--- src/rtl/conv_pkg.sv ---
// Shared types and helpers for the feature-map pool scanner: FSM state enum and
// lane pack/unpack of the packed OUT_CHANNELS x BITS_PER_NEURON BRAM word.
package conv_pkg;

    localparam int FMAP_MAX_W = 1024;
    localparam int FMAP_IW    = $clog2(FMAP_MAX_W);

    typedef enum logic [2:0] {
        PS_IDLE,
        PS_FILL,
        PS_STREAM,
        PS_EMIT,
        PS_NEXT,
        PS_DONE
    } pool_scan_state_t;

    // Channel ch of a word holding bpn-bit lanes, sign-extended to 32 bits.
    function automatic logic signed [31:0] unpack_fmap(input logic [FMAP_MAX_W-1:0] word,
                                                       input int ch, input int bpn);
        logic signed [31:0] r;
        r = '0;
        for (int i = 0; i < 32; i++)
            r[5'(i)] = (i < bpn) ? word[FMAP_IW'(ch*bpn + i)] : word[FMAP_IW'(ch*bpn + bpn - 1)];
        return r;
    endfunction

    function automatic logic [FMAP_MAX_W-1:0] pack_fmap(input logic [FMAP_MAX_W-1:0] word,
                                                        input int ch, input int bpn,
                                                        input logic signed [31:0] val);
        logic [FMAP_MAX_W-1:0] r;
        r = word;
        for (int i = 0; i < 32; i++)
            if (i < bpn) r[FMAP_IW'(ch*bpn + i)] = val[5'(i)];
        return r;
    endfunction

endpackage

--- src/rtl/pool_window_accum.sv ---
// Per-channel signed window accumulators with clear and threshold compare.
// spike_next_o looks at the sum including the pixel being consumed this cycle.
module pool_window_accum
    import conv_pkg::*;
#(
    parameter int LANES     = 4,
    parameter int BPN       = 8,
    parameter int AW        = 10,
    parameter int THRESHOLD = 64
) (
    input  logic                 clk,
    input  logic                 rst,
    input  logic                 clr_i,
    input  logic                 en_i,
    input  logic [LANES*BPN-1:0] din_i,
    output logic [LANES-1:0]     spike_o,
    output logic [LANES-1:0]     spike_next_o
);

    logic [FMAP_MAX_W-1:0] din_ext;
    assign din_ext = FMAP_MAX_W'(din_i);

    for (genvar c = 0; c < LANES; c++) begin : g_lane
        logic signed [AW-1:0] acc_q, acc_d;

        always_comb acc_d = acc_q + AW'(unpack_fmap(din_ext, c, BPN));

        always_ff @(posedge clk) begin
            if (rst || clr_i) acc_q <= '0;
            else if (en_i)    acc_q <= acc_d;
        end

        assign spike_o[c]      = int'(acc_q) >= THRESHOLD;
        assign spike_next_o[c] = int'(acc_d) >= THRESHOLD;
    end

endmodule

--- src/rtl/fmap_pool_scanner.sv ---
// Pool-phase scanner: streams each POOL_SIZE^2 window through the accumulators,
// writes back every pixel and emits one spike event per window over threshold.
// Define FMAP_POOL_DECAY_EN for a leaky write-back instead of a hard reset to 0.
module fmap_pool_scanner
    import conv_pkg::*;
#(
    parameter int BITS_PER_COORDINATE = 8,
    parameter int OUT_CHANNELS        = 4,
    parameter int BITS_PER_NEURON     = 8,
    parameter int IMG_WIDTH           = 32,
    parameter int IMG_HEIGHT          = 32,
    parameter int POOL_SIZE           = 2,
    parameter int THRESHOLD           = 64,
    parameter int DECAY_SHIFT         = 1
) (
    input  logic                                      clk,
    input  logic                                      rst,
    input  logic                                      start,
    output logic                                      busy,
    output logic                                      done,
    output logic                                      rd_req,
    output logic [BITS_PER_COORDINATE-1:0]            rd_x,
    output logic [BITS_PER_COORDINATE-1:0]            rd_y,
    input  logic [OUT_CHANNELS*BITS_PER_NEURON-1:0]   rd_data,
    output logic                                      wr_req,
    output logic [BITS_PER_COORDINATE-1:0]            wr_x,
    output logic [BITS_PER_COORDINATE-1:0]            wr_y,
    output logic [OUT_CHANNELS*BITS_PER_NEURON-1:0]   wr_data,
    output logic                                      evt_valid,
    input  logic                                      evt_ready,
    output logic [BITS_PER_COORDINATE-1:0]            evt_x,
    output logic [BITS_PER_COORDINATE-1:0]            evt_y,
    output logic [OUT_CHANNELS-1:0]                   evt_spikes
);

    localparam int BPC     = BITS_PER_COORDINATE;
    localparam int W       = OUT_CHANNELS * BITS_PER_NEURON;
    localparam int NPIX    = POOL_SIZE * POOL_SIZE;
    localparam int KW      = $clog2(NPIX + 1);
    localparam int AW      = BITS_PER_NEURON + 2 * $clog2(POOL_SIZE);
    localparam int WX_LAST = IMG_WIDTH / POOL_SIZE - 1;
    localparam int WY_LAST = IMG_HEIGHT / POOL_SIZE - 1;

    if (IMG_WIDTH % POOL_SIZE != 0)  begin : g_chk_w $error("IMG_WIDTH not divisible by POOL_SIZE");  end
    if (IMG_HEIGHT % POOL_SIZE != 0) begin : g_chk_h $error("IMG_HEIGHT not divisible by POOL_SIZE"); end
    if (W > FMAP_MAX_W)              begin : g_chk_d $error("packed word wider than FMAP_MAX_W");     end
    if (DECAY_SHIFT < 0 || DECAY_SHIFT >= BITS_PER_NEURON) begin : g_chk_s $error("bad DECAY_SHIFT"); end

    pool_scan_state_t       state_q, state_d;
    logic [KW-1:0]          k_q, k_d, rd_k;
    logic [BPC-1:0]         wx_q, wx_d, wy_q, wy_d;
    logic                   acc_clr, acc_en;
    logic [OUT_CHANNELS-1:0] spike, spike_next;

    always_ff @(posedge clk) begin
        if (rst) begin
            state_q <= PS_IDLE;
            k_q     <= '0;
            wx_q    <= '0;
            wy_q    <= '0;
        end else begin
            state_q <= state_d;
            k_q     <= k_d;
            wx_q    <= wx_d;
            wy_q    <= wy_d;
        end
    end

    always_comb begin
        state_d   = state_q;
        k_d       = k_q;
        wx_d      = wx_q;
        wy_d      = wy_q;
        rd_k      = '0;
        rd_req    = 1'b0;
        wr_req    = 1'b0;
        acc_clr   = 1'b0;
        acc_en    = 1'b0;
        evt_valid = 1'b0;
        done      = 1'b0;
        case (state_q)
            PS_IDLE: if (start) state_d = PS_FILL;
            PS_FILL: begin
                rd_req  = 1'b1;
                acc_clr = 1'b1;
                k_d     = '0;
                state_d = PS_STREAM;
            end
            // Write pixel k while reading k+1: addresses never collide.
            PS_STREAM: begin
                acc_en = 1'b1;
                wr_req = 1'b1;
                if (k_q != KW'(NPIX - 1)) begin
                    rd_req = 1'b1;
                    rd_k   = k_q + KW'(1);
                    k_d    = k_q + KW'(1);
                end else begin
                    state_d = (|spike_next) ? PS_EMIT : PS_NEXT;
                end
            end
            PS_EMIT: begin
                evt_valid = 1'b1;
                if (evt_ready) state_d = PS_NEXT;
            end
            PS_NEXT: begin
                state_d = PS_FILL;
                if (wx_q == BPC'(WX_LAST)) begin
                    wx_d = '0;
                    if (wy_q == BPC'(WY_LAST)) state_d = PS_DONE;
                    else                       wy_d    = wy_q + BPC'(1);
                end else begin
                    wx_d = wx_q + BPC'(1);
                end
            end
            PS_DONE: begin
                done    = 1'b1;
                wx_d    = '0;
                wy_d    = '0;
                state_d = PS_IDLE;
            end
            default: state_d = PS_IDLE;
        endcase
    end

    assign busy = (state_q != PS_IDLE);

    assign rd_x = rd_req ? BPC'(int'(wx_q) * POOL_SIZE + int'(rd_k) % POOL_SIZE) : '0;
    assign rd_y = rd_req ? BPC'(int'(wy_q) * POOL_SIZE + int'(rd_k) / POOL_SIZE) : '0;
    assign wr_x = wr_req ? BPC'(int'(wx_q) * POOL_SIZE + int'(k_q) % POOL_SIZE) : '0;
    assign wr_y = wr_req ? BPC'(int'(wy_q) * POOL_SIZE + int'(k_q) / POOL_SIZE) : '0;

    assign evt_x      = evt_valid ? wx_q  : '0;
    assign evt_y      = evt_valid ? wy_q  : '0;
    assign evt_spikes = evt_valid ? spike : '0;

    pool_window_accum #(
        .LANES     (OUT_CHANNELS),
        .BPN       (BITS_PER_NEURON),
        .AW        (AW),
        .THRESHOLD (THRESHOLD)
    ) u_accum (
        .clk          (clk),
        .rst          (rst),
        .clr_i        (acc_clr),
        .en_i         (acc_en),
        .din_i        (rd_data),
        .spike_o      (spike),
        .spike_next_o (spike_next)
    );

`ifdef FMAP_POOL_DECAY_EN
    logic [FMAP_MAX_W-1:0] rd_ext, wb_word;
    assign rd_ext = FMAP_MAX_W'(rd_data);

    // Signed leak: v - (v >>> DECAY_SHIFT) per channel.
    always_comb begin
        wb_word = '0;
        for (int c = 0; c < OUT_CHANNELS; c++)
            wb_word = pack_fmap(wb_word, c, BITS_PER_NEURON,
                                unpack_fmap(rd_ext, c, BITS_PER_NEURON) -
                                (unpack_fmap(rd_ext, c, BITS_PER_NEURON) >>> DECAY_SHIFT));
    end
    assign wr_data = wr_req ? W'(wb_word) : '0;
`else
    assign wr_data = '0;
`endif

endmodule
--- config.mk ---
export PLATFORM = sky130hd
export DESIGN_NAME = fmap_pool_scanner
export DESIGN_NICKNAME = d
export VERILOG_FILES = /design/src/rtl/conv_pkg.sv /design/src/rtl/pool_window_accum.sv /design/src/rtl/fmap_pool_scanner.sv
export SDC_FILE = /design/constraint.sdc
export NUM_CORES = 1
export LEC_CHECK = 0
export CELL_PAD_IN_SITES_DETAIL_PLACEMENT = 1
export CELL_PAD_IN_SITES_GLOBAL_PLACEMENT = 2
export CORE_MARGIN = 5
export CORE_UTILIZATION = 30
export CTS_BUF_LIST = sky130_fd_sc_hd__clkbuf_16
export CTS_CLUSTER_DIAMETER = 50
export DETAILED_ROUTE_END_ITERATION = 7
export PLACE_DENSITY_LB_ADDON = 0.2
export SYNTH_ARGS = -nofsm -noshare
export SYNTH_HDL_FRONTEND = slang
export SYNTH_SLANG_ARGS = --single-unit
--- constraint.sdc ---
create_clock -name clk -period 4.4 [get_ports clk]
set_input_delay 0.88 -clock clk [delete_from_list [all_inputs] [get_ports clk]]
set_output_delay 0.88 -clock clk [all_outputs]
set_load 0.01 [all_outputs]
After elaboration in Yosys (flattened, before gate mapping):

Cells that the tools add are included.

* register bits: 62
* latch bits: 0
* RAM bits: 0
* bits in read-only memories: 0
* bits of input ports: 36
* output and inout port bits: 89
* word-level logic and storage cells: 79
* memories kept: 0

* $add $sub $neg: 11
* multipliers: 0
* divide/modulo/power cells: 0
* order comparisons: 8
* equality and inequality tests: 14
* shift operators: 0
* mux-type cells: 29
* bitwise gates (word level): 0
* reductions and logical operators: 9

Operator list (count)
* $ge A10 B8 Y1 const B: 8
* $mux W8: 9
* $add A10 B8 Y10: 4
* $pmux W8 S2: 2
* $mux W3: 9
* $add A8 B1 Y8: 2
* $add A8 B1 Y8 const B: 2
* $add A8 B2 Y8: 2
* $eq A8 B4 Y1 const B: 2
* $pmux W3 S5: 1
* $ne A2 B2 Y1 const B: 6
* $eq A3 B2 Y1 const B: 2
* $eq A3 B3 Y1 const B: 2
* $pmux W3 S2: 1
* $reduce_and A3 Y1: 2
* $mux W1: 5
* $mux W4: 1
* $reduce_bool A2 Y1: 2
* $reduce_or A4 Y1: 1
* $add A3 B1 Y3 const B: 1
* $eq A3 B1 Y1 const B: 1
* $logic_not A3 Y1: 1
* $ne A3 B2 Y1 const B: 1
* $reduce_bool A3 Y1: 1
* other kinds (3): 3

Longest topological paths before layout:

* word-level depth: 6
* mapped depth: 11
* mapped depth without buffers: 11

By module:

Synthesis repeated with hierarchy kept, for this count alone.

* cell total of the unflattened synthesis: 660
* area, all modules: 5293.8 sq um

By module, submodules not included
* pool_window_accum: instances 1, cells each 375, area each 3229.3 sq um, seq. area each 800.8 sq um
* fmap_pool_scanner: instances 1, cells each 285, area each 2064.5 sq um, seq. area each 440.4 sq um

Worst setup path before layout:

No wires, ideal clock.

* path type: in2reg
* from: input port rd_data[16]
* to: register state_q[1]
* library setup time: 0.125 ns
* data arrival time: 2.956 ns
* required time: 4.275 ns
* slack: 1.319 ns
* stages: 11
* buffers on the path: 0
* path through: ha_1 inv_1 fa_1 nand2b_1 a21oi_1 a21o_1 a41oi_1 xnor2_1 o31ai_2 o221ai_2 o41a_1

* longest elaborated chain between the ends: 6

Ends and longest elaborated chain
* start: declaration: line fmap_pool_scanner.sv:24 `input logic [OUT_CHANNELS*BITS_PER_NEURON-1:0] rd_data,`
* $add A10 B8 Y10: line pool_window_accum.sv:26 `always_comb acc_d = acc_q + AW'(unpack_fmap(din_ext, c, BPN));`
* $ge A10 B8 Y1: line pool_window_accum.sv:34 `assign spike_next_o[c] = int'(acc_d) >= THRESHOLD;`
* $reduce_or A4 Y1: line fmap_pool_scanner.sv:98 `state_d = (|spike_next) ? PS_EMIT : PS_NEXT;`
* $mux W3: line fmap_pool_scanner.sv:98
* $mux W3: line fmap_pool_scanner.sv:93 `if (k_q != KW'(NPIX - 1)) begin`
* $pmux W3 S5: line fmap_pool_scanner.sv:81 `case (state_q)`
* end signal: assignment: line fmap_pool_scanner.sv:62 `state_q <= state_d;`
* end: declaration: line fmap_pool_scanner.sv:49 `pool_scan_state_t state_q, state_d;`

Every way passes these cells. The select of a mux whose other input is x is not followed.
A chain may end at the register's enable or synchronous reset.

Worst setup path after layout:

* from: register state_q[0]
* to: output port rd_y[0]

* longest elaborated chain between the ends: 4
* elaborated cells on any way between the ends: 6
* those cells by class: 1 x add/sub; 2 x eq/ne; 3 x mux

Ends and longest elaborated chain
* $eq A3 B2 Y1: line fmap_pool_scanner.sv:81
* $mux W3: line fmap_pool_scanner.sv:81
* $add A8 B2 Y8: line fmap_pool_scanner.sv:128 `assign rd_y = rd_req ? BPC'(int'(wy_q) * POOL_SIZE + int'(rd_k) / POOL_SIZE) : '0;`
* $mux W8 (*): line fmap_pool_scanner.sv:128
* end: declaration: line fmap_pool_scanner.sv:23 `output logic [BITS_PER_COORDINATE-1:0] rd_y,`

Every way passes the cells marked *; elsewhere a longest branch is shown, timed or not.

==> summary.txt <==
Post-synth EDFFs - 0
core area - 0.0160 sq mm
Peak VDD IR - 186 uV
Yosys warnings - 0
DRC viols - 0
post-CTS resize count - 0
root buffer cell - clkbuf_16
critical path cell sequence - buf_4 > inv_1 > nand2_2 > inv_1 > buf_4 > and3_1 > clkdlybuf4s50_1
CP Class - flip-flop to primary output
Tot GR Track Use - 15.2%
Hold Path Class - flip-flop to flip-flop
number of global-route vias before repair - 4808
number of diodes - 0
DRT Pass-1 Iters - 4
crit path max fanout - 26
Fmax - 261 MHz
Hold-fix buffers, CTS - 0
Seq. cell area - 0.00124 sq mm
Synth Area in Compound Gates - 19.9%
slew margin rel. - 48.8%
DRT iter0 DRCs - 171
Final Routed Wirelength - 14400 um
Die Ht - 138 um
Synth Area in XOR/XNOR - 7.85%
Chip Width - 138 um
Post-synth top flop - dfxtp_1
worst hold slack - 0.455 ns
fillers - 1976
Crit path max-delay family - buffers and inverters
Clock transition at path regs - 0.05 ns
Clock Tree Buf Depth - 2
hpwl dp - 10900 um
#FFs+latches synth - 62
CTS tree - built
slowest CP cell - clkdlybuf4s50_1
pin count of the biggest net entering global routing - 32
layout net count - 813
crit share post-route - 87.1%
Arr. time, crit path - 2.95 ns
Slew @ Worst Pin - 0.769 ns
CP endpoint kind - primary output
register area share after synthesis - 25.3%
Mapped Avg Cell Area - 7.55 sq um
first-pass GRT wire length - 23300 um
# rows - 46
final hold vios - 0
met2 usage - 26.3%
RSZ-0062 raised after global routing - no
H-tree Lvls - 3
most used routing layer - met2
total congestion overflow - 0
Skew-Pair Late Insertion Delay - 0.34 ns
Via density - 4.94
Period minus WS final - 3.83 ns
M3 GR Usage - 3.77%
io pins - 125
clock sinks - 62
area used by multi-input combinational logic - 0.00332 sq mm
crit path buf inv count - 5
post-synthesis mux area share - 0.204%
Starting Density - 30.7%
cells after synthesis - 651
Die Area - 0.0190 sq mm
simple-gate share of the synthesized area - 24.1%
fraction of registers with async set/reset - 0%
Synth cell types - 57
max cap viols - 0
Worst EP required - 3.52 ns
placer's final routability congestion estimate - 0.837
largest family of logic cells by synthesized area - simple AND/OR/NAND/NOR gates
Final TNS setup - 0 ns
clock skew - 0.00692 ns
Final setup violation count - 0
post-CTS setup buffer count - 0
commonest non-fill, non-tap cell in the layout - clkdlybuf4s50_1
PwrDens - 304 mW/mm^2
Slew Viols, Final - 0
GR Util met1 - 19.0%
static leakage - 0.00257 uW
antenna-violating nets left - 0
commonest cells after routing, fill and taps aside - clkdlybuf4s50_1, a21oi_1, nand2_1, dfxtp_1, nor2_1
Post-Synth Adder-Cell Area - 13.1%
Mapped Area - 0.00491 sq mm
run status - completed
cts bufs inserted - 9
Crit path largest cell delay - 0.55 ns
DR WL/cell - 15.2 um
crit path launch type - flip-flop
initial antenna violation count - 0
port buffer count - 92
Layout area overhead - 26.4%
routed vias - 4686
fraction of layout cells with a size suffix above 1 - 4.91%
[where the power goes]
part           internal [uW]  switching, uW
clock network            429            261
logic                    225            339
registers                602           32.5
[worst register-to-register path: cells and delay by family, from the launching register on]
family                   cells  cell delay [ns]
AO/OA/AOI/OAI                6             1.38
XOR/XNOR                     1             0.18
flip-flops                   1             0.32
adder cells (fa/ha/maj)      2             0.57
AND/OR/NAND/NOR              1             0.18
buffers and inverters        1             0.07
[cell type report]
cell class	instances	area share (%)
clock buffers	9	3.63
multi-input cells	527	53.5
inverters	29	1.75
well taps	216	4.35
clock inverters	7	0.907
flip-flops and latches	62	20.0
repair buffers	99	15.9
[sequential cells by signal, summed over array words and instances, names as in the netlist]
register,flops
wx_q,8
u_accum.g_lane.acc_q,40
k_q,3
state_q,3
wy_q,8
[final timing paths]
path | startpoint | to | slack [ns] | cells past startpoint
worst min-delay path | u_accum.g_lane[2].acc_q[5] | u_accum.g_lane[2].acc_q[5] | 0.46 | 2
worst max register to register | u_accum.g_lane[2].acc_q[0] | state_q[1] | 1.60 | 11
worst max-delay path | state_q[0] | rd_y[0] | 0.57 | 7
worst min register to register | u_accum.g_lane[2].acc_q[5] | u_accum.g_lane[2].acc_q[5] | 0.46 | 2
[cells by family after synthesis]
| group | count (synthesis) |
|---|---|
| AOI/OAI and AO/OA | 157 |
| xor gates and xnor gates | 44 |
| adders and majority gates | 49 |
| buffers and inverters | 93 |
| DFF | 62 |
| muxes | 1 |
| other | 1 |
| and+or+nand+nor | 244 |
[layer usage]
layer / wire (um) / share of wire [%]
met1: 6600 / 46
met2: 6980 / 49
met3: 618 / 4.3
met4: 182 / 1.3
met5: 0 / 0
[synth_stat cells, drive strengths merged (7+ instances only)]
cell	number	share of area, %
a21oi	73	7.6
nor2	56	4.3
xor2	19	3.4
and2	11	1.4
or3	10	1.3
nand3	18	1.8
buf	35	5.1
ha	45	11
a211oi	11	1.8
o21ai	29	3.0
a21o	8	1.2
nand2	70	5.3
dfxtp	62	25
nor2b	7	0.89
and3	34	4.3
inv	29	2.2
a31oi	7	0.89
clkbuf	29	2.2
xnor2	25	4.5
nor3	17	1.7
nand2b	9	1.1
[through the flow]
stage	util [%]	setup WS, ns	area [sq um]	instances	total power [uW]
after CTS	38.8	0.489	6210	949	1920
after floorplan	-	1.32	5030	682	1050
after detailed placement	37.0	0.595	5930	933	1220
after global routing	38.8	0.263	6210	949	2020
final	38.8	0.570	6210	949	1890
after global placement	37.0	0.683	5930	933	1200
Note: power is estimated with default switching activity, not from simulation.
